`src/rtl/lsu_mem_master.sv`:
```
// Load/store initiator for the word-organised, byte-masked data RAM.
// Unaligned accesses crossing a word boundary are split into two aligned word transactions.
module lsu_mem_master #(
    parameter int ADDR_W = 11,
    parameter int RD_LAT = 1
) (
    input  logic              i_clk,
    input  logic              i_reset,
    input  logic              i_req_valid,
    output logic              o_req_ready,
    input  logic [31:0]       i_req_addr,
    input  logic              i_req_we,
    input  logic [2:0]        i_req_funct3,
    input  logic [31:0]       i_req_wdata,
    output logic              o_rsp_valid,
    output logic [31:0]       o_rsp_rdata,
    output logic              o_rsp_err,
    output logic [ADDR_W-3:0] o_mem_addr,
    output logic              o_mem_rden,
    output logic              o_mem_wren,
    output logic [3:0]        o_mem_bmask,
    output logic [31:0]       o_mem_wdata,
    input  logic [31:0]       i_mem_rdata
);

    typedef enum logic [2:0] {IDLE, ACC0, WAIT0, ACC1, WAIT1, RESP, ERR} state_t;

    state_t            state_q, state_d;
    logic [ADDR_W-1:0] addr_q, addr_d;
    logic              we_q, we_d;
    logic [2:0]        funct3_q, funct3_d;
    logic [31:0]       wdata_q, wdata_d;
    logic [31:0]       word0_q, word0_d;
    logic [31:0]       word1_q, word1_d;
    logic [1:0]        cnt_q, cnt_d;

    function automatic logic [2:0] sizeOf(input logic [1:0] f);
        case (f)
            2'b00:   return 3'd1;
            2'b01:   return 3'd2;
            default: return 3'd4;
        endcase
    endfunction

    logic [2:0]      reqSize;
    logic [ADDR_W:0] reqEnd;
    logic            reqFunctBad;
    logic            reqErr;

    always_comb begin
        reqSize = sizeOf(i_req_funct3[1:0]);
        reqEnd  = {1'b0, i_req_addr[ADDR_W-1:0]} + (ADDR_W+1)'(reqSize - 3'd1);
        if (i_req_we)
            reqFunctBad = !(i_req_funct3 == 3'b000 || i_req_funct3 == 3'b001 || i_req_funct3 == 3'b010);
        else
            reqFunctBad = (i_req_funct3 == 3'b011 || i_req_funct3 == 3'b110 || i_req_funct3 == 3'b111);
        reqErr = reqFunctBad || (|i_req_addr[31:ADDR_W]) || reqEnd[ADDR_W];
    end

    logic [2:0]        curSize;
    logic [1:0]        off;
    logic              split;
    logic [3:0]        mask4;
    logic [7:0]        m8;
    logic [63:0]       d64;
    logic [ADDR_W-3:0] wordIdx;
    logic [31:0]       r32;
    logic [31:0]       loadData;

    // Lane placement of the captured request and extension of the assembled load word.
    always_comb begin
        curSize  = sizeOf(funct3_q[1:0]);
        off      = addr_q[1:0];
        split    = ({1'b0, off} + curSize) > 3'd4;
        case (curSize)
            3'd1:    mask4 = 4'b0001;
            3'd2:    mask4 = 4'b0011;
            default: mask4 = 4'b1111;
        endcase
        m8       = {4'b0000, mask4} << off;
        d64      = {32'b0, wdata_q} << {off, 3'b000};
        wordIdx  = addr_q[ADDR_W-1:2];
        r32      = 32'({word1_q, word0_q} >> {off, 3'b000});
        case (funct3_q)
            3'b000:  loadData = {{24{r32[7]}}, r32[7:0]};
            3'b001:  loadData = {{16{r32[15]}}, r32[15:0]};
            3'b100:  loadData = {24'b0, r32[7:0]};
            3'b101:  loadData = {16'b0, r32[15:0]};
            default: loadData = r32;
        endcase
    end

    always_ff @(posedge i_clk or negedge i_reset) begin
        if (!i_reset) begin
            state_q  <= IDLE;
            addr_q   <= '0;
            we_q     <= 1'b0;
            funct3_q <= 3'b000;
            wdata_q  <= 32'h0;
            word0_q  <= 32'h0;
            word1_q  <= 32'h0;
            cnt_q    <= 2'd0;
        end else begin
            state_q  <= state_d;
            addr_q   <= addr_d;
            we_q     <= we_d;
            funct3_q <= funct3_d;
            wdata_q  <= wdata_d;
            word0_q  <= word0_d;
            word1_q  <= word1_d;
            cnt_q    <= cnt_d;
        end
    end

    // Each WAIT state lasts RD_LAT cycles; the read word is captured on its last cycle.
    always_comb begin
        state_d     = state_q;
        addr_d      = addr_q;
        we_d        = we_q;
        funct3_d    = funct3_q;
        wdata_d     = wdata_q;
        word0_d     = word0_q;
        word1_d     = word1_q;
        cnt_d       = cnt_q;
        o_req_ready = 1'b0;
        o_rsp_valid = 1'b0;
        o_rsp_rdata = 32'h0;
        o_rsp_err   = 1'b0;
        o_mem_addr  = '0;
        o_mem_rden  = 1'b0;
        o_mem_wren  = 1'b0;
        o_mem_bmask = 4'b0000;
        o_mem_wdata = 32'h0;
        case (state_q)
            IDLE: begin
                o_req_ready = 1'b1;
                if (i_req_valid) begin
                    addr_d   = i_req_addr[ADDR_W-1:0];
                    we_d     = i_req_we;
                    funct3_d = i_req_funct3;
                    wdata_d  = i_req_wdata;
                    word0_d  = 32'h0;
                    word1_d  = 32'h0;
                    state_d  = reqErr ? ERR : ACC0;
                end
            end
            ACC0: begin
                o_mem_addr = wordIdx;
                if (we_q) begin
                    o_mem_wren  = 1'b1;
                    o_mem_bmask = m8[3:0];
                    o_mem_wdata = d64[31:0];
                    state_d     = split ? ACC1 : RESP;
                end else begin
                    o_mem_rden = 1'b1;
                    cnt_d      = 2'(RD_LAT - 1);
                    state_d    = WAIT0;
                end
            end
            WAIT0: begin
                if (cnt_q == 2'd0) begin
                    word0_d = i_mem_rdata;
                    state_d = split ? ACC1 : RESP;
                end else begin
                    cnt_d = cnt_q - 2'd1;
                end
            end
            ACC1: begin
                o_mem_addr = wordIdx + (ADDR_W-2)'(1);
                if (we_q) begin
                    o_mem_wren  = 1'b1;
                    o_mem_bmask = m8[7:4];
                    o_mem_wdata = d64[63:32];
                    state_d     = RESP;
                end else begin
                    o_mem_rden = 1'b1;
                    cnt_d      = 2'(RD_LAT - 1);
                    state_d    = WAIT1;
                end
            end
            WAIT1: begin
                if (cnt_q == 2'd0) begin
                    word1_d = i_mem_rdata;
                    state_d = RESP;
                end else begin
                    cnt_d = cnt_q - 2'd1;
                end
            end
            RESP: begin
                o_rsp_valid = 1'b1;
                o_rsp_rdata = we_q ? 32'h0 : loadData;
                state_d     = IDLE;
            end
            ERR: begin
                o_rsp_valid = 1'b1;
                o_rsp_err   = 1'b1;
                state_d     = IDLE;
            end
            default: state_d = IDLE;
        endcase
    end

endmodule

```
`config.mk`:
```
export PLATFORM = sky130hd
export DESIGN_NAME = lsu_mem_master
export DESIGN_NICKNAME = d
export VERILOG_FILES = /design/src/rtl/lsu_mem_master.sv
export SDC_FILE = /design/constraint.sdc
export NUM_CORES = 1
export LEC_CHECK = 0
export ABC_AREA = 1
export CORE_MARGIN = 5
export CORE_UTILIZATION = 35
export CTS_CLUSTER_SIZE = 8
export DETAILED_ROUTE_END_ITERATION = 10
export SETUP_SLACK_MARGIN = 0.1
export SLEW_MARGIN = 20
export SYNTH_ARGS = -nofsm -noshare
export SYNTH_HDL_FRONTEND = slang
export SYNTH_SLANG_ARGS = --single-unit
```
`constraint.sdc`:
```
create_clock -name i_clk -period 2.2 [get_ports i_clk]
set_input_delay 0.22 -clock i_clk [delete_from_list [all_inputs] [get_ports i_clk]]
set_output_delay 0.22 -clock i_clk [all_outputs]
set_load 0.01 [all_outputs]
```
==> summary.md <==
| Metric | Value |
|---|---|
| Status | complete, but fails checks |
| Failing checks | negative setup slack |
| TritonCTS Sinks | 108 |
| Critical path startpoint | addr_q[0] |
| Yosys warnings | 0 |
| Most frequent cells in the layout | nand2_1, dfrtp_1, clkdlybuf4s50_1 |
| Main synth FF type | dfrtp_1 |
| Initial Util | 35.4% |
| Post-synth EDFFs | 0 |
| Core ar. | 19,500 um2 |
| Remaining Overflow, GRT | 0 |
| Top post-synthesis cells by area | dfrtp_1, nand2_1, o21ai_0 |
| Switching pwr | 6.25 mW |
| WS Path Type | reg -> out |
| RR Endpoint | state_q[1] |
| Clk buf depth | 2 |
| Yosys cell types | 41 |
| DRC Markers | 0 |
| Initial drt markers | 497 |
| Routed wire length | 25.1 mm |
| Synthesized area | 6900 um2 |
| Setup Viol. Count Final | 18 |
| Post-Layout Inst Area | 10,600 um2 |
| Max IR drop VDD | 550 uV |
| Die area | 22,600 um2 |
| Detail-routed via count per cell | 5.10 |
| Cell area power density | 1290 nW/um2 |
| Antenna Violating Nets Remaining | 0 |
| R2R cell count | 10 |
| R2R Setup Slk | 0.13 ns |
| Number of global-route vias before repair | 7,280 |
| Setup ws final | -0.0765 ns |
| Final Hold Vio Count | 0 |
| Max-cap violations | 0 |
| Final net count | 1,290 |
| Max FO, Critical Path | 5 |
| Element type at the critical path end | primary output |
| Syn Area/Cell | 7.43 um2 |
| Design Power | 13.7 mW |
| Period utilisation layout | 103% |
| Later-pin clock latency in the skew report | 0.35 ns |
| Yosys top cell by area | dfrtp_1 |
| Post-synth top area share | 39.2% |
| Area Overhead vs Synth | 54.0% |
| Logic pwr share | 63.6% |
| Clock root cell | clkbuf_16 |
| Measured slew at the worst slew-check pin | 0.527 ns |
| Setup Skew | 0.00731 ns |
| Share of cells above drive strength 1 | 29.6% |
| Seq/Total Area, Yosys | 39.2% |
| Final Util | 54.6% |
| Hold Slack | 0.367 ns |
| RSZ-0062 raised after global routing | yes |
| FF-to-FF Start | addr_q[1] |
| CP arrival | 2.06 ns |
| Diode count | 0 |
| Post-synth ARST share | 100% |
| Highest Clock Rate | 439 MHz |
| Final Max Slew Viols | 0 |
| Clock slew at reported path FFs | 0.07 ns |
| Place WS | -0.124 ns |
| HPWL after DPL | 17.3 mm |
| Die height | 150 um |
| Switching share of total power | 45.6% |
| Final GP Congestion | 0.870 |
| Row count | 51 |
| P_leak | 4.86 nW |
| Cell Int Power | 7.44 mW |
| Placed cell areas | 9360 um2 |
| HP Class | in -> async |
| Most common cell after layout, fill and taps aside | nand2_1 |
| Synth Instances | 928 |
| CTS tree | yes |
| TritonCTS Buffers | 9 |
| I/O Pins | 185 |
| Avg WL per Cell | 17.4 um |
| Largest net degree at the start of global routing | 64 |
| Relative slew slack | 64.9% |
| Initial antenna violation count | 0 |
| Worst Path Required | 1.98 ns |
| Yosys reg bits | 108 |
| Port Buf Inserts | 184 |
| Router iterations before antenna repair | 5 |
| Number of H-tree levels | 3 |
| First-pass GRT wire length | 38.3 mm |
| Fin crit period | 2.28 ns |
| Flop pwr share | 24.7% |
| All-layer global routing usage | 21.5% |
| Die W | 150 um |
| Clock power frac | 11.7% |
| Vias | 7,380 |
| Worst setup SP type | register |
-- repair_timing --
item                                    in CTS  in global routing
setup buffers                               28                 13
pin swaps                                   23                 30
endpoints found under the hold margin       34                  0
hold buffers                                 1                  0
endpoints found under the setup margin     105                 74
gates cloned                                 6                  3
resized for setup                          410                141
-- stage by stage --
stage / TNS (ns) / instances
3_3_place_gp: -0.483 / 1382
4_1_cts: -0.451 / 1432
5_1_grt: -2.41 / 1446
3_5_place_dp: -1.32 / 1382
2_1_floorplan: 0 / 932
6_report: -0.697 / 1446
-- worst max-delay path, stage by stage (launching register included) --
cell     delay [ns]
dfrtp_2        0.43
buf_12         0.15
buf_8          0.13
a21oi_4        0.12
o21ai_2        0.07
o21a_1         0.13
nand2_2        0.11
nand3_4        0.16
nand2_8        0.13
buf_6          0.12
nor2_2         0.03
buf_2          0.14
-- layout make-up --
cell class	instances	area [um2]
Multi-Input combinational cell	663	4060
Fill cell	1814	8840
Sequential cell	108	2710
Tap cell	265	332
Timing Repair Buffer	285	2800
Clock inverter	6	47.5
Timing Repair inverter	1	6.26
Clock buffer	10	239
Inverter	108	428
-- worst max-delay path by stage --
| stage | endpoint | slack (ns) | cells past startpoint |
|---|---|---|---|
| global placement | o_mem_bmask[0] | -0.08 | 9 |
| detailed placement | o_rsp_rdata[21] | -0.12 | 9 |
| CTS | o_rsp_rdata[16] | -0.1 | 11 |
| floorplan | state_q[1] | 0.19 | 11 |
| global route | o_rsp_rdata[16] | -0.14 | 11 |
| finish | o_rsp_rdata[16] | -0.08 | 11 |
-- power by group through the flow --
| stage | Sequential (mW) | Clock, mW | Combinational (mW) |
|---|---|---|---|
| floorplan | 3.15 | 0 | 4.37 |
| global placement | 3.36 | 0 | 6.79 |
| detailed placement | 3.37 | 0 | 6.84 |
| CTS | 3.35 | 1.64 | 7.88 |
| global route | 3.48 | 1.72 | 9.45 |
| finish | 3.38 | 1.60 | 8.70 |
-- kinds of logic (layout without fill, tap and decap cells) --
logic type               count (synthesis)  after routing  synth area share, %
other                                    1              5               0.0544
multiplexers                            34             34                 5.50
adder cells (fa/ha/maj)                 11             11                 2.10
flip-flops                             108            108                 39.2
AO/OA/AOI/OAI                          273            273                 21.6
buffers and inverters                  162            410                 10.4
XOR/XNOR                                 1              1                0.127
AND/OR/NAND/NOR                        338            339                 21.1
-- sequential cells by signal, summed over array words and instances, names as in the netlist --
register / flops
we_q: 1
word1_q: 24
word0_q: 32
cnt_q: 2
wdata_q: 32
funct3_q: 3
state_q: 3
addr_q: 11
-- per-layer routing --
| metal | part of all wire (%) | GRT usage, % | routed length (um) | vias up |
|---|---|---|---|---|
| li1 | - | - | - | 3598 |
| met1 | 41 | 27.7 | 10300 | 3479 |
| met2 | 49 | 35.9 | 12200 | 267 |
| met3 | 8.1 | 5.72 | 2020 | 36 |
| met4 | 2.0 | 5.99 | 495 | 0 |
| met5 | 0 | 0 | 0 | - |
-- cell usage after synthesis, types with 10 or more instances --
cell type / n
a21oi_1: 66
buf_2: 12
clkbuf_1: 20
dfrtp_1: 108
ha_1: 10
inv_1: 101
mux2_2: 31
nand2_1: 166
nand3_1: 70
nor2_1: 78
o21ai_0: 120
o21ai_1: 35
o22ai_1: 15
(Power assumes the default switching activity.)
==> RTL edit 1, RTL diff (config.mk and constraints unchanged) <==
The parameter `ADDR_W` goes from 11 to 9.
--- a/src/rtl/lsu_mem_master.sv
+++ b/src/rtl/lsu_mem_master.sv
@@ -1,7 +1,7 @@
 // Load/store initiator for the word-organised, byte-masked data RAM.
 // Unaligned accesses crossing a word boundary are split into two aligned word transactions.
 module lsu_mem_master #(
-    parameter int ADDR_W = 11,
+    parameter int ADDR_W = 9,
     parameter int RD_LAT = 1
 ) (
     input  logic              i_clk,
Interface: changed (resized o_mem_addr); port bits go from 185 to 183. The function was not compared with the original's and may differ.
==> RTL edit 1 against the unedited design <==
The run still ends with negative setup slack left; global-route usage is 0.34 points lower; critical path depth is 1 lower; non-clock buffer count stayed put; total power grew 3.6%; worst setup slack better by 0.027 ns; sequential cell count decreased by 2; cell count is 0.90% lower; cell area shrank 2.3%; sequential share of layout area up 0.099 points; synthesized area is 1.1% lower; routed wire length is 0.40% lower.
==> RTL edit 1: results (changes against the unedited design) <==
| Metric | Value |
|---|---|
| Vias per cell | `5.20 (+1.9%)` |
| Hpwl dp | `17,400 um (+0.70%)` |
| Initial DRC count | `511 (+2.8%)` |
| Metal3 WL | `1910 um (-5.5%)` |
| Final worst setup slack | `-0.0498 ns (+0.0267 ns)` |
| Critical path arrival | `2.03 ns (-0.03 ns)` |
| Net Sw Frac | `46.4% (+0.81 points)` |
| Area after DPL | `0.00930 mm^2 (-0.68%)` |
| Status | `finished, violations left` |
| Clk. pwr | `1.70 mW (+6%)` |
| I/O Buffers | `182 (-1.1%)` |
| Crit path max-delay family | `flip-flops` |
| Pre-CTS setup slack | `-0.113 ns (+0.0103 ns)` |
| Synth top cells by count | `175 x nand2_1, 110 x o21ai_0, 106 x dfrtp_1, 106 x nand3_1, 82 x inv_1` |
| Violated checks | `negative setup slack` |
| Yosys cell types | `43 (+4.9%)` |
| Iteration count of the initial detailed-routing pass | `6 (+1)` |
| Total number of vias | `7,452 (+0.98%)` |
| Largest stage delay, worst path | `0.53 ns (+0.10 ns)` |
| Hold Crit Class | `in -> reg` |
| Placed Instances | `1,378 (-0.29%)` |
| Share of layout cells above drive strength 1 | `30.1% (+0.50 points)` |
| P per Cell Area | `1370 mW/mm^2 (+6.0%)` |
| GP Congestion | `0.853 (-1.9%)` |
| Metal2 WL | `12,400 um (+0.86%)` |
| Routing usage on met2 | `35.8% (-0.046 points)` |
| Overall routing resource usage | `21.2% (-0.34 points)` |
| Peak supply drop | `0.669 mV (+22%)` |
| Worst clock skew | `0.00685 ns (-0.000453 ns)` |
| WL met1 | `10,200 um (-1.5%)` |
| First-pass GRT wire length | `37,500 um (-2.2%)` |
| Setup TNS | `-0.292 ns (+0.405 ns)` |
| Pin count of the biggest net entering global routing | `49 (-23%)` |
| Main area contributors after synthesis | `dfrtp_1 39%, nand2_1 9.6%, o21ai_0 8.1%, nand3_1 7.8%, a21oi_1 4.5%` |
| GR Util met1 | `27.4% (-0.28 points)` |
| Met3 Usage GRT | `4.91% (-0.81 points)` |
| Syn Inst Count | `927 (-0.11%)` |
| Filler instances | `1,862 (+2.6%)` |
| Post-synthesis sequential area ratio | `38.9% (-0.32 points)` |
| Routed WL per cell | `17.4 um (+0.50%)` |
| Final Setup Violations | `15 (-3)` |
RTL edit 1: changes by cell type in the layout (fill, tap and decap cells not counted), sizes merged, moves of 5 or more:
cell / change
a211oi: +7
inv: -17
mux2: -6
nand2: +9
nand3: +39
nor2: +5
o21ai: -39
o21bai: -6
or2: +7
RTL edit 1: logic make-up (layout without fill, tap and decap cells):
group | after synthesis | count (layout) | share of synthesized area [%]
buf+inv | 150 | 389 | 9.44
compound gates | 235 | 235 | 19.2
other cells | 1 | 3 | 0.0549
mux | 27 | 27 | 4.42
fa+ha+maj | 12 | 12 | 2.31
simple gates | 395 | 395 | 25.6
xor+xnor | 1 | 1 | 0.128
flops | 106 | 106 | 38.9
RTL edit 1: cell type report:
cell class | instances | area (um^2) | area share, %
multi-input combinational | 673 | 4090 | 39.4
sequential | 106 | 2660 | 25.6
timing repair buffer | 285 | 2650 | 25.6
tap | 265 | 332 | 3.20
clock inverter | 7 | 76.3 | 0.736
inverter | 88 | 347 | 3.34
clock buffer | 9 | 225 | 2.17
RTL edit 1: repair_timing:
item                                    in CTS  in global routing
hold endpoints to repair                    38                  0
hold buffers                                 1                  0
pin swaps                                    6                 37
resized for setup                          341                163
buffers inserted                            12                 19
gates cloned                                 1                  7
endpoints found under the setup margin      77                 74
RTL edit 1: final timing paths:
| path | endpoint | start | cells past startpoint | slack, ns |
|---|---|---|---|---|
| max | o_rsp_rdata[20] | addr_q[0] | 10 | -0.05 |
| min | funct3_q[1] | i_req_funct3[1] | 4 | 0.30 |
| max reg2reg | state_q[1] | funct3_q[1] | 14 | 0.13 |
| min reg2reg | cnt_q[1] | cnt_q[1] | 2 | 0.51 |
| max in group asynchronous | addr_q[0] | i_reset | 3 | 1.05 |
| min in group asynchronous | word0_q[19] | i_reset | 2 | 0.41 |
==> RTL edit 2, RTL diff (same settings) <==
Made on the original files. The 7 states of `state_t` get a one-hot encoding in 7 bits.
--- a/src/rtl/lsu_mem_master.sv
+++ b/src/rtl/lsu_mem_master.sv
@@ -23,7 +23,7 @@
     input  logic [31:0]       i_mem_rdata
 );
 
-    typedef enum logic [2:0] {IDLE, ACC0, WAIT0, ACC1, WAIT1, RESP, ERR} state_t;
+    typedef enum logic [6:0] {IDLE = 7'b0000001, ACC0 = 7'b0000010, WAIT0 = 7'b0000100, ACC1 = 7'b0001000, WAIT1 = 7'b0010000, RESP = 7'b0100000, ERR = 7'b1000000} state_t;
 
     state_t            state_q, state_d;
     logic [ADDR_W-1:0] addr_q, addr_d;
Function: same outputs for any inputs over 10 cycles, from zero or initial values and one cycle with i_reset low; not proved beyond that.
==> RTL edit 2 against the unedited design <==
The run still ends with negative setup slack left; clock skew about the same; count of clock-buffer cells in the layout increased by 2; synthesized area rose by 5.3%; routed wire length increased by 12%; total power decreased by 19%; worst setup slack improved by 0.012 ns; sequential cell count up 4; cell count is 11% higher; combinational power decreased by 24%; cell area increased by 6.9%.
==> RTL edit 2: results (changes against the unedited design) <==
| Metric | Value |
|---|---|
| Num sequential | `112 (+3.7%)` |
| Vias in the first global route | `7,817 (+7.4%)` |
| Multi-input gate area in the final layout | `0.00460 mm^2 (+13%)` |
| Register-to-register setup slack | `0.13 ns (about the same)` |
| Worst clock skew | `0.00778 ns (+0.000470 ns)` |
| Post-CTS Resized | `472 (+15%)` |
| GP Congestion | `0.914 (+5.1%)` |
| Non-clock inverters | `95 (-13%)` |
| Finished Layout Cells | `1,606 (+11%)` |
| Clock Power Share | `13.9% (+2.2 points)` |
| Multiplexer area fraction after synthesis | `0% (-5.5 points)` |
| Core area | `0.0204 mm^2 (+4.6%)` |
| Placed Instances | `1,530 (+11%)` |
| Main area contributors after synthesis | `dfrtp_1 38%, nand2_1 16%, nand3_1 8.2%, o21ai_0 7.8%, inv_1 4.5%` |
| Initial DRC count | `709 (+43%)` |
| Synth Area in Compound Gates | `16.7% (-4.9 points)` |
| Overall routing resource usage | `22.5% (+0.91 points)` |
| Multi-input gate count | `795 (+20%)` |
| First-pass GRT wire length | `43,000 um (+12%)` |
| Register share of the cell area | `24.7% (-0.75 points)` |
| Filler instances | `1,910 (+5.3%)` |
| Layout overhead on the synthesized area | `56.3%` |
| Tightest Pin Transition | `0.508 ns (-0.0191 ns)` |
| Comb pwr | `6.63 mW (-24%)` |
| I/O Buffers | `184 (unchanged)` |
| Total number of vias | `8,239 (+12%)` |
| Largest family of logic cells by synthesized area | `simple AND/OR/NAND/NOR gates` |
| Area after DPL | `0.00981 mm^2 (+4.8%)` |
| Hold slack | `0.352 ns (-0.0148 ns)` |
| Hpwl dp | `18,600 um (+7.5%)` |
| Clock Latency Late Sink | `0.36 ns` |
| # clk buffers | `12 (+2)` |
| Status | `finished, violations left` |
| Final Setup Violations | `17 (-1)` |
| Share of layout cells above drive strength 1 | `31.1% (+1.4 points)` |
| Signal buf overhead | `26.2% (-0.17 points)` |
| Synth top cells by count | `314 x nand2_1, 119 x nand3_1, 113 x o21ai_0, 111 x dfrtp_1, 88 x inv_1` |
| Setup TNS | `-0.400 ns (+0.297 ns)` |
| GRT overflow | `0 (unchanged)` |
| Static leakage | `5.31 nW (+9.3%)` |
| Peak supply drop | `0.505 mV (-8.2%)` |
| Asr flop ratio synth | `100% (unchanged)` |
| Main synth FF type | `dfrtp_1` |
| Critical path arrival | `2.04 ns (-0.02 ns)` |
| Syn Inst Count | `1,060 (+14%)` |
| Violated checks | `negative setup slack` |
| Largest stage delay, worst path | `0.55 ns (+0.12 ns)` |
| Net Sw Frac | `45.0% (-0.65 points)` |
| Bufs w/o clock | `318 (+12%)` |
| Post-CTS setup repair buffer count | `40 (+43%)` |
| Nets | `1,445 (+12%)` |
| CP Max Fanout | `7 (+2)` |
| Slowest-stage cell, CP | `dfrtp_4` |
| Yosys cell types | `42 (+2.4%)` |
| Synth Area in XOR/XNOR | `0.121% (-0.0064 points)` |
| Clk cell area share | `2.36% (-0.34 points)` |
| Final worst setup slack | `-0.0649 ns (+0.0116 ns)` |
==> RTL edit 2: path summary, 6_finish.rpt <==
kind,endpoint,cells after the start,from
max,o_mem_wdata[30],8,addr_q[0]
min,addr_q[7],2,i_reset
min reg2reg,word0_q[18],2,word0_q[18]
max reg2reg,state_q[3],9,addr_q[0]
min in group i_clk,wdata_q[21],3,i_req_wdata[21]
max in group asynchronous,addr_q[0],3,i_reset
==> RTL edit 2: metal layers <==
layer / global-route usage, % / routed length, um / vias up
li1: - / - / 4020
met2: 34.4 / 13100 / 269
met5: 0 / 0 / -
met3: 4.22 / 1660 / 40
met1: 32.4 / 12600 / 3910
met4: 6.39 / 621 / 0
==> RTL edit 2: worst reg2reg max path, delay by kind of cell, from the launching register on <==
kind                       cells  cell delay (ns)
and+or+nand+nor                1             0.10
AOI/OAI and AO/OA              2             0.29
adders and majority gates      2             0.59
buffers and inverters          4             0.47
DFF                            1             0.55
